## config.mk

```make
export PLATFORM = sky130hd
export DESIGN_NAME = alu_exec_ctrl
export DESIGN_NICKNAME = d
export VERILOG_FILES = /design/src/rtl/alu_exec_pkg.sv /design/src/rtl/alu_exec_ctrl_mdu_iter.sv /design/src/rtl/alu_exec_ctrl.sv
export SDC_FILE = /design/constraint.sdc
export NUM_CORES = 1
export LEC_CHECK = 0
export CAP_MARGIN = 10
export CORE_ASPECT_RATIO = 1.4
export CORE_MARGIN = 3
export CORE_UTILIZATION = 40
export DETAILED_ROUTE_END_ITERATION = 8
export GPL_TIMING_DRIVEN = 0
export SLEW_MARGIN = 20
export SYNTH_ARGS = -nofsm -noshare
export SYNTH_HDL_FRONTEND = slang
export SYNTH_HIERARCHICAL = 1
export SYNTH_SLANG_ARGS = --single-unit
export TNS_END_PERCENT = 5
```

## constraint.sdc

```tcl
create_clock -name clk -period 5.63 [get_ports clk]
set_clock_uncertainty 0.15 [all_clocks]
set_input_delay 0.8445 -clock clk [delete_from_list [all_inputs] [get_ports clk]]
set_output_delay 0.8445 -clock clk [all_outputs]
set_load 0.02 [all_outputs]
```

## src/rtl/alu_exec_pkg.sv

```systemverilog
// Shared types and decode for the execute-stage ALU/MDU controller.
// Optional divider: define ALU_EXEC_DIV_EN to build DIV/DIVU/REM/REMU.
package alu_exec_pkg;

  typedef enum logic [4:0] {
    OP_ADD     = 5'b00000,
    OP_SUB     = 5'b00001,
    OP_XOR     = 5'b00010,
    OP_OR      = 5'b00011,
    OP_AND     = 5'b00100,
    OP_SRL     = 5'b00101,
    OP_SLL     = 5'b00110,
    OP_SRA     = 5'b00111,
    OP_SLT     = 5'b01000,
    OP_SLTU    = 5'b01001,
    OP_BEQ     = 5'b01010,
    OP_PASSB   = 5'b01011,
    OP_MUL     = 5'b10000,
    OP_MULH    = 5'b10001,
    OP_MULHSU  = 5'b10010,
    OP_MULHU   = 5'b10011,
    OP_DIV     = 5'b10100,
    OP_DIVU    = 5'b10101,
    OP_REM     = 5'b10110,
    OP_REMU    = 5'b10111,
    OP_ILLEGAL = 5'b11111
  } alu_op_e;

  typedef enum logic [1:0] {
    IDLE,
    MUL,
    DIV,
    RESP
  } alu_state_e;

  localparam logic [1:0] ALUOP_MEM = 2'b00;
  localparam logic [1:0] ALUOP_BR  = 2'b01;
  localparam logic [1:0] ALUOP_R   = 2'b10;
  localparam logic [1:0] ALUOP_JAL = 2'b11;

  localparam logic [6:0] F7_BASE   = 7'b0000000;
  localparam logic [6:0] F7_ALT    = 7'b0100000;
  localparam logic [6:0] F7_MULDIV = 7'b0000001;

  function automatic alu_op_e alu_decode(
    input logic [1:0] aluop,
    input logic [6:0] f7,
    input logic [2:0] f3
  );
    alu_op_e op;
    op = OP_ILLEGAL;
    unique case (1'b1)
      aluop == ALUOP_MEM: op = OP_ADD;
      aluop == ALUOP_BR:  op = OP_BEQ;
      aluop == ALUOP_JAL: op = OP_PASSB;
      aluop == ALUOP_R && f7 == F7_BASE: begin
        unique case (f3)
          3'b000:  op = OP_ADD;
          3'b100:  op = OP_XOR;
          3'b110:  op = OP_OR;
          3'b111:  op = OP_AND;
          3'b101:  op = OP_SRL;
          3'b001:  op = OP_SLL;
          3'b010:  op = OP_SLT;
          3'b011:  op = OP_SLTU;
          default: op = OP_ILLEGAL;
        endcase
      end
      aluop == ALUOP_R && f7 == F7_ALT: begin
        unique case (f3)
          3'b000:  op = OP_SUB;
          3'b101:  op = OP_SRA;
          default: op = OP_ILLEGAL;
        endcase
      end
      aluop == ALUOP_R && f7 == F7_MULDIV: begin
`ifdef ALU_EXEC_DIV_EN
        op = alu_op_e'({2'b10, f3});
`else
        op = f3[2] ? OP_ILLEGAL : alu_op_e'({2'b10, f3});
`endif
      end
      default: op = OP_ILLEGAL;
    endcase
    return op;
  endfunction

endpackage

```

## src/rtl/alu_exec_ctrl_mdu_iter.sv

```systemverilog
// Iterative shift-add multiplier and restoring divider on magnitudes.
// Divider datapath present only when ALU_EXEC_DIV_EN is defined.
module mdu_iter #(
  parameter int WIDTH = 32
) (
  input  logic             clk,
  input  logic             rst_n,
  input  logic             start_i,
  input  logic [2:0]       func_i,
  input  logic [WIDTH-1:0] a_i,
  input  logic [WIDTH-1:0] b_i,
  output logic             done_o,
  output logic [WIDTH-1:0] result_o
);

  localparam int CW = $clog2(WIDTH);

  logic             busy_q, busy_d;
  logic [CW-1:0]    cnt_q, cnt_d;
  logic [WIDTH-1:0] hi_q, hi_d;
  logic [WIDTH-1:0] lo_q, lo_d;
  logic [WIDTH-1:0] opnd_q, opnd_d;
  logic             sa_q, sa_d;
  logic             sb_q, sb_d;
  logic [1:0]       fn_q, fn_d;

  logic             div_start;
  logic             a_sgn, b_sgn, sa, sb;
  logic [WIDTH-1:0] ma, mb;
  logic [WIDTH:0]   sum;
  logic [WIDTH-1:0] step_hi, step_lo;
  logic [2*WIDTH-1:0] prod, prod_s;

`ifdef ALU_EXEC_DIV_EN
  logic             div_q, div_d;
  logic [WIDTH:0]   shl;
  logic [WIDTH-1:0] quo, rem;
  assign div_start = func_i[2];
`else
  logic unused_func;
  assign unused_func = func_i[2];
  assign div_start   = 1'b0;
`endif

  // Signedness per variant: only MULHU/DIVU/REMU treat A as unsigned.
  always_comb begin
    a_sgn = div_start ? !func_i[0] : (func_i[1:0] != 2'b11);
    b_sgn = div_start ? !func_i[0] : !func_i[1];
    sa    = a_sgn & a_i[WIDTH-1];
    sb    = b_sgn & b_i[WIDTH-1];
    ma    = sa ? -a_i : a_i;
    mb    = sb ? -b_i : b_i;
  end

  assign done_o = busy_q && (cnt_q == CW'(WIDTH-1));

  always_comb begin
    sum     = {1'b0, hi_q} + (lo_q[0] ? {1'b0, opnd_q} : '0);
    step_hi = sum[WIDTH:1];
    step_lo = {sum[0], lo_q[WIDTH-1:1]};
`ifdef ALU_EXEC_DIV_EN
    shl = {hi_q, lo_q[WIDTH-1]};
    if (div_q) begin
      if (shl >= {1'b0, opnd_q}) begin
        step_hi = WIDTH'(shl - {1'b0, opnd_q});
        step_lo = {lo_q[WIDTH-2:0], 1'b1};
      end else begin
        step_hi = shl[WIDTH-1:0];
        step_lo = {lo_q[WIDTH-2:0], 1'b0};
      end
    end
`endif
  end

  // Result is formed from the final step so it lands on the done cycle.
  always_comb begin
    prod     = {step_hi, step_lo};
    prod_s   = (sa_q ^ sb_q) ? -prod : prod;
    result_o = (fn_q == 2'b00) ? prod_s[WIDTH-1:0]
                               : prod_s[2*WIDTH-1:WIDTH];
`ifdef ALU_EXEC_DIV_EN
    quo = (sa_q ^ sb_q) ? -step_lo : step_lo;
    rem = sa_q ? -step_hi : step_hi;
    if (div_q) result_o = fn_q[1] ? rem : quo;
`endif
  end

  always_comb begin
    busy_d = busy_q;
    cnt_d  = cnt_q;
    hi_d   = hi_q;
    lo_d   = lo_q;
    opnd_d = opnd_q;
    sa_d   = sa_q;
    sb_d   = sb_q;
    fn_d   = fn_q;
`ifdef ALU_EXEC_DIV_EN
    div_d  = div_q;
`endif
    if (start_i) begin
      busy_d = 1'b1;
      cnt_d  = '0;
      sa_d   = sa;
      sb_d   = sb;
      fn_d   = func_i[1:0];
      hi_d   = '0;
      lo_d   = div_start ? ma : mb;
      opnd_d = div_start ? mb : ma;
`ifdef ALU_EXEC_DIV_EN
      div_d  = div_start;
`endif
    end else if (busy_q) begin
      busy_d = !done_o;
      cnt_d  = cnt_q + CW'(1);
      hi_d   = step_hi;
      lo_d   = step_lo;
    end
  end

  always_ff @(posedge clk) begin
    if (!rst_n) begin
      busy_q <= 1'b0;
      cnt_q  <= '0;
      hi_q   <= '0;
      lo_q   <= '0;
      opnd_q <= '0;
      sa_q   <= 1'b0;
      sb_q   <= 1'b0;
      fn_q   <= '0;
`ifdef ALU_EXEC_DIV_EN
      div_q  <= 1'b0;
`endif
    end else begin
      busy_q <= busy_d;
      cnt_q  <= cnt_d;
      hi_q   <= hi_d;
      lo_q   <= lo_d;
      opnd_q <= opnd_d;
      sa_q   <= sa_d;
      sb_q   <= sb_d;
      fn_q   <= fn_d;
`ifdef ALU_EXEC_DIV_EN
      div_q  <= div_d;
`endif
    end
  end

endmodule

```

## src/rtl/alu_exec_ctrl.sv

```systemverilog
// Execute-stage ALU controller: decode, base ALU, MDU sequencing.
// Define ALU_EXEC_DIV_EN to include the iterative divider.
module alu_exec_ctrl
  import alu_exec_pkg::*;
#(
  parameter int WIDTH = 32
) (
  input  logic             clk,
  input  logic             rst_n,
  input  logic             in_valid,
  output logic             in_ready,
  input  logic [1:0]       ALUOp,
  input  logic [6:0]       Funct7,
  input  logic [2:0]       Funct3,
  input  logic [WIDTH-1:0] SrcA,
  input  logic [WIDTH-1:0] SrcB,
  output logic             out_valid,
  input  logic             out_ready,
  output logic [WIDTH-1:0] Result,
  output logic [4:0]       Operation,
  output logic             Illegal
);

  localparam int SW = $clog2(WIDTH);

  alu_state_e       state_q, state_d;
  logic [WIDTH-1:0] res_q, res_d;
  alu_op_e          op_q, op_d;
  logic             ill_q, ill_d;

  alu_op_e          dec_op;
  logic [WIDTH-1:0] alu_res;
  logic [SW-1:0]    shamt;
  logic             is_mul;
  logic             mdu_start;
  logic             mdu_done;
  logic [WIDTH-1:0] mdu_res;

`ifdef ALU_EXEC_DIV_EN
  logic             is_div, div_zero, div_ovf;
  logic [WIDTH-1:0] bnd_res;
`endif

  assign dec_op = alu_decode(ALUOp, Funct7, Funct3);
  assign shamt  = SrcB[SW-1:0];
  assign is_mul = dec_op[4:2] == 3'b100;

  always_comb begin
    alu_res = '0;
    unique case (dec_op)
      OP_ADD:   alu_res = SrcA + SrcB;
      OP_SUB:   alu_res = SrcA - SrcB;
      OP_XOR:   alu_res = SrcA ^ SrcB;
      OP_OR:    alu_res = SrcA | SrcB;
      OP_AND:   alu_res = SrcA & SrcB;
      OP_SRL:   alu_res = SrcA >> shamt;
      OP_SLL:   alu_res = SrcA << shamt;
      OP_SRA:   alu_res = $signed(SrcA) >>> shamt;
      OP_SLT:   alu_res = {{(WIDTH-1){1'b0}}, $signed(SrcA) < $signed(SrcB)};
      OP_SLTU:  alu_res = {{(WIDTH-1){1'b0}}, SrcA < SrcB};
      OP_BEQ:   alu_res = {{(WIDTH-1){1'b0}}, SrcA == SrcB};
      OP_PASSB: alu_res = SrcB;
      default:  alu_res = '0;
    endcase
  end

`ifdef ALU_EXEC_DIV_EN
  // Corner cases answered directly; the iterative path never sees them.
  always_comb begin
    is_div   = dec_op[4:2] == 3'b101;
    div_zero = SrcB == '0;
    div_ovf  = !dec_op[0] && (SrcB == '1) &&
               (SrcA == {1'b1, {(WIDTH-1){1'b0}}});
    if (div_zero) bnd_res = dec_op[1] ? SrcA : '1;
    else          bnd_res = dec_op[1] ? '0 : SrcA;
  end
`endif

  always_comb begin
    state_d   = state_q;
    res_d     = res_q;
    op_d      = op_q;
    ill_d     = ill_q;
    mdu_start = 1'b0;
    unique case (state_q)
      IDLE: begin
        if (in_valid) begin
          op_d    = dec_op;
          ill_d   = dec_op == OP_ILLEGAL;
          res_d   = alu_res;
          state_d = RESP;
          if (is_mul) begin
            res_d     = res_q;
            mdu_start = 1'b1;
            state_d   = MUL;
          end
`ifdef ALU_EXEC_DIV_EN
          else if (is_div) begin
            if (div_zero || div_ovf) begin
              res_d = bnd_res;
            end else begin
              res_d     = res_q;
              mdu_start = 1'b1;
              state_d   = DIV;
            end
          end
`endif
        end
      end
      MUL, DIV: begin
        if (mdu_done) begin
          res_d   = mdu_res;
          state_d = RESP;
        end
      end
      RESP: begin
        if (out_ready) state_d = IDLE;
      end
      default: state_d = IDLE;
    endcase
  end

  always_ff @(posedge clk) begin
    if (!rst_n) begin
      state_q <= IDLE;
      res_q   <= '0;
      op_q    <= OP_ADD;
      ill_q   <= 1'b0;
    end else begin
      state_q <= state_d;
      res_q   <= res_d;
      op_q    <= op_d;
      ill_q   <= ill_d;
    end
  end

  mdu_iter #(
    .WIDTH(WIDTH)
  ) u_mdu (
    .clk     (clk),
    .rst_n   (rst_n),
    .start_i (mdu_start),
    .func_i  (dec_op[2:0]),
    .a_i     (SrcA),
    .b_i     (SrcB),
    .done_o  (mdu_done),
    .result_o(mdu_res)
  );

  assign in_ready  = rst_n && (state_q == IDLE);
  assign out_valid = state_q == RESP;
  assign Result    = res_q;
  assign Operation = op_q;
  assign Illegal   = ill_q;

endmodule

```

# Yosys cells after proc, flatten, opt, wreduce, memory -nomap -nowiden
# Memory sizes are Yosys's and may differ from the RTL's.
# Index checks and enable logic that the tools add are counted.
# totals
mem_bits_ro	32
n_memories	1
ff_bits	146
# memory_table
memory	words	word_bits	rd	rd_clocked_by_memory_dff	write_ports	line	text
(no name shown)	8	4	1	0	0	alu_exec_pkg.sv:57	unique case (f3)
# op_classes
mux	25
eq_ne	29
n_shift	3
reduce_logical	20
bitwise_logic	7
addsub	7
order_cmp	2
# op_table
cell	n
$pmux 32 s12	1
$mux 32	9
$lt 32x32->1	2
$mux 64	1
$neg 32->32	2
$neg 64->64	1
$pmux 32 s2	1
$add 32x33->33	1
$add 32x32->32	1
$and 32x32->32	1
$eq 32x32->1	1
$or 32x32->32	1
$shl 32x5->32	1
$shr 32x5->32	1
$sshr 32x5->32	1
$sub 32x32->32	1
$xor 32x32->32	1
$pmux 5 s6	1
$eq 5x3->1 const B	4
$eq 5x4->1 const B	4
$eq 5x2->1 const B	2
$eq 5x5->1 const B	2
$pmux 5 s2	1
$eq 2x2->1 const B	4
other kinds (26)	48

# Logic depth before layout (Yosys ltp)
# logic_depth
depth_word	8
ltp_mapped	22

# Hierarchy
# Netlist, hierarchy kept.
# by_module_without_submodules
module	cells_per_inst	instances	area_per_inst_um2
alu_exec_ctrl	1696	1	11552.3
mdu_iter	1311	1	9851.9

# Least setup slack after synthesis
# Ideal clock, no wire load.
# synth_path
path_kind	register to register
startpoint	register u_mdu.lo_q[0]
endpoint	register res_q[30], in the netlist Result[30]
n_path_buf	1
required_time_ns	5.356
stages_incl_launch_ff	22
setup_slack_ns	0.600
arrival_ns	4.757
setup_time_ns	0.124
cell_sequence	dfxtp_1 -> clkbuf_1 -> and2_1 -> ha_1 -> inv_1 -> fa_1 -> and2b_4 -> o2111a_1 -> o21ai_0 -> a211oi_1 -> nand2b_1 -> nor4_1 -> or2b_1 -> nor4_2 -> mux2i_1 -> nor2_1 -> a221oi_1 -> o21ai_0 -> a2111oi_0 -> nand2_1 -> a221oi_1 -> nor3_1
# synth_via
elab_chain_cells	7
# synth_rtl
item	line	text
start, declared	alu_exec_ctrl_mdu_iter.sv:21	logic [WIDTH-1:0] lo_q, lo_d;
start signal, assigned	alu_exec_ctrl_mdu_iter.sv:137	lo_q <= lo_d;
$mux 32 *	alu_exec_ctrl_mdu_iter.sv:58	sum = {1'b0, hi_q} + (lo_q[0] ? {1'b0, opnd_q} : '0);
$add 32x33->33 *	alu_exec_ctrl_mdu_iter.sv:58	
$neg 64->64	alu_exec_ctrl_mdu_iter.sv:78	prod_s = (sa_q ^ sb_q) ? -prod : prod;
$mux 64 *	alu_exec_ctrl_mdu_iter.sv:78	
$mux 32 *	alu_exec_ctrl_mdu_iter.sv:79	result_o = (fn_q == 2'b00) ? prod_s[WIDTH-1:0]
named net mdu_res[30]	alu_exec_ctrl.sv:37	logic [WIDTH-1:0] mdu_res;
$mux 32 *	alu_exec_ctrl.sv:111	if (mdu_done) begin
$pmux 32 s2 *	alu_exec_ctrl.sv:85	unique case (state_q)
end signal, assigned	alu_exec_ctrl.sv:131	res_q <= res_d;
end, declared	alu_exec_ctrl.sv:27	logic [WIDTH-1:0] res_q, res_d;
# The timed path passes the listed nets; every way through them passes the cells marked *. The select of a mux whose other input is x is not followed.
# A chain may end at the register's enable or synchronous reset.

# Worst setup path in the final report
# layout_path
startpoint	input SrcB[4]
endpoint	register res_q[30], in the netlist Result[30]
# layout_via
elab_chain_cells	5
# layout_rtl
item	line	text
start, declared	alu_exec_ctrl.sv:16	input logic [WIDTH-1:0] SrcB,
$sub 32x32->32, or another cell as far along	alu_exec_ctrl.sv:52	OP_SUB: alu_res = SrcA - SrcB;
$pmux 32 s12 *	alu_exec_ctrl.sv:50	unique case (dec_op)
$mux 32 *	alu_exec_ctrl.sv:92	if (is_mul) begin
$mux 32 *	alu_exec_ctrl.sv:87	if (in_valid) begin
$pmux 32 s2 *	alu_exec_ctrl.sv:85	
# Every way passes the cells marked *; elsewhere a longest branch is shown, timed or not. The select of a mux whose other input is x is not followed.

==> run metrics <==
Cell Chain, Critical Path clkdlybuf4s15_1, clkinv_2, buf_1, ha_1, buf_2, o211ai_1, o21ai_2, o21bai_1, a211o_1, a2bb2oi_2, a221o_1, a21oi_1, o211ai_1, o31ai_1, a221oi_2, nor3_1; Initial DRT Pass Iterations 8; Worst-path clk slew 70 ps; number of flops mapped to enable cells by yosys 0; most frequent cells in the layout 376 x nor2_1, 284 x a21oi_1, 228 x nand2_1; run status complete, but fails checks; fin util 47.8%; Cell Area, Placed 0.0235 mm²; Placement Rows 99; Num CTS Buffers 17; PortBufs 118; Die Width 202 µm; area growth from synthesis to layout 17.3%; post-synth top area share 13.7%; Avg Cell Area, Syn 7.12 µm²; final WL 130 mm; largest net degree at the start of global routing 18; initial antenna violation count 2; Die ar. 0.0564 mm²; commonest non-fill, non-tap cell in the layout nor2_1; CP startpoint kind input port; violated checks design-rule violations, negative setup slack; Crit Path Max Fanout 16; WP buf/inv 4; Synth area leader dfxtp_1; Crit path largest cell delay 760 ps; Cells after Synth 3007; Hold Crit Class reg2reg; ys async rst share 0%; register area share after synthesis 13.7%; Initial Util 40.8%; unique cell type count in the Yosys netlist 105; period utilisation layout 101%; DRT iter0 DRCs 2724; Fin Hold WS 319 ps; first-pass GRT wire length 180 mm; Final Hold Vio Count 0; GP Congestion 1.12; top_reg_cell synth dfxtp_1; Yosys warning total 6; ANT nets after route 0; TritonCTS Sinks 146; setup TNS -94.1 ps; Top delay family on crit path compound AO/OA/AOI/OAI gates; Max-cap violations 0; most frequent CP cell o211ai_1; P_leak 9.88 nW; RSZ-0062 raised after global routing yes; PD cells 201 mW/mm²; FF+latch area 0.00293 mm²; wire per inst 33.3 µm; pins over their slew limit 0; Remaining Overflow, GRT 0; Setup-failing EPs final 2; Final Worst Setup Slack -76.5 ps; Tightest Pin Transition 1270 ps; vias per inst 6.78; vias 26416; htree depth 4; VDD IR max 0.218 mV; Crit path arrival time 5880 ps; worst path required time 5810 ps; cts hold-fix bufs 0; type of element capturing the critical path flop; fraction of layout cells with a size suffix above 1 10.7%; CP max stage cell clkdlybuf4s15_1; # fillers 5482; Clk Latency, worst-skew pair 450 ps; Final Net Count 3403; Final Cell Area 0.0251 mm²; Ports 120; Core Footprint 0.0525 mm²; GRT Overall Usage 43.8%; CTS tree done; min Tclk post-route 5710 ps; Place WS -1980 ps; FF+latch count, synth 146; Worst Setup Path Type in2reg; Clock Tree Buf Depth 2; Post-DP HPWL 105 mm; DRC viols 2; Syn Nets 3237; top cells by area, synth dfxtp_1 14%, ha_1 8.6%, a21oi_1 7.0%; Root Buffer clkbuf_16; vias in the first global route 25606; Slew HR 14.7%; Post-Syn Area 0.0214 mm²; die height 280 µm; multi-input logic area 0.0178 mm²; Fmax 175 MHz
[registers in the layout, summed over array words and instances, names as in the netlist]
| register | flops |
|---|---|
| Illegal | 1 |
| Operation | 5 |
| Result | 32 |
| state_q | 2 |
| u_mdu/busy_q | 1 |
| u_mdu/cnt_q | 5 |
| u_mdu/fn_q | 2 |
| u_mdu/hi_q | 32 |
| u_mdu/lo_q | 32 |
| u_mdu/opnd_q | 32 |
| u_mdu/sa_q | 1 |
| u_mdu/sb_q | 1 |
[repair_timing]
item / 4_1_cts / 5_1_grt
pin swaps: 10 / 41
setup endpoints to repair: 29 / 23
buffers inserted: 6 / 28
gates resized for setup: 74 / 107
endpoints found under the hold margin: 0 / 0
[cell usage after synthesis, types with 10 or more instances]
| cell type | n |
|---|---|
| o21a_1 | 17 |
| nand2_1 | 228 |
| and2_1 | 49 |
| clkbuf_1 | 148 |
| and3_1 | 26 |
| o221ai_1 | 11 |
| xnor2_1 | 96 |
| inv_1 | 127 |
| or3_1 | 32 |
| nand2b_1 | 16 |
| o21ai_0 | 187 |
| a211o_1 | 13 |
| o2111ai_1 | 10 |
| xor2_1 | 60 |
| mux2i_1 | 122 |
| a31oi_1 | 24 |
| o211ai_1 | 23 |
| or4_1 | 13 |
| o41ai_1 | 14 |
| o211a_1 | 36 |
| nor3_1 | 79 |
| o21bai_1 | 26 |
| a21o_1 | 34 |
| a221o_1 | 14 |
| nor2_1 | 381 |
| a211oi_1 | 81 |
| mux4_2 | 35 |
| dfxtp_1 | 146 |
| nand4_1 | 23 |
| a221oi_1 | 32 |
| ha_1 | 147 |
| mux2_2 | 18 |
| buf_2 | 40 |
| nor2b_1 | 45 |
| o31ai_1 | 37 |
| o21ai_1 | 13 |
| nand3_1 | 50 |
| buf_1 | 23 |
| nor4_1 | 23 |
| a21oi_1 | 298 |
| o22ai_1 | 34 |
[path summary, 6_finish.rpt]
check	start	end	slack (ps)	cells past startpoint
worst min-delay path	Operation[0]	Operation[0]	320	2
worst max register to register	u_mdu/lo_q[0]	Result[27]	-20	22
worst min register to register	Operation[0]	Operation[0]	320	2
worst max-delay path	SrcB[4]	Result[30]	-80	16
[power by group]
| group | internal (mW) | total (mW) | leakage (nW) | switching (mW) |
|---|---|---|---|---|
| clock network | 0.684 | 1.19 | 0.293 | 0.509 |
| registers | 1.10 | 1.17 | 1.18 | 0.0699 |
| logic | 0.864 | 2.69 | 8.41 | 1.83 |
| total | 2.65 | 5.06 | 9.88 | 2.41 |
[worst reg2reg max path, delay by kind of cell, from the launching register on]
family / cells / cell delay, ps
AO/OA/AOI/OAI: 10 / 2680
XOR/XNOR: 1 / 310
adder cells (fa/ha/maj): 2 / 410
buffers and inverters: 3 / 340
flip-flops: 1 / 360
AND/OR/NAND/NOR: 6 / 1320
[final cells by class]
cell class	instances	area share, %
inverter	133	2.01
clock buffer	19	1.80
buffer	207	3.48
clock inverter	13	0.593
antenna	1	0.00997
timing repair buffer	154	5.87
multi-input combinational	2514	71.0
tap	707	3.52
sequential	146	11.7
[through the flow]
step	cells	total power, mW
after CTS	3870	4.87
final	3894	5.06
after floorplan	3007	2.56
after detailed placement	3834	3.65
after global placement	3832	3.62
after global routing	3893	5.21
[cell families after synthesis]
kind of cell             Yosys count  share of synthesized area (%)
AND/OR/NAND/NOR                 1021                           22.7
flip-flops                       146                           13.7
XOR/XNOR                         156                           6.38
buffers and inverters            347                           6.42
multiplexers                     175                           10.3
adder cells (fa/ha/maj)          150                           8.87
AO/OA/AOI/OAI                   1012                           31.6
[layer usage]
layer  track usage, %  wire, µm
met1             42.2     41500
met2             75.1     60800
met3             8.86      9930
met4             46.6     17300
met5           0.0850         0
No activity file was read; power rests on OpenSTA's default activity.
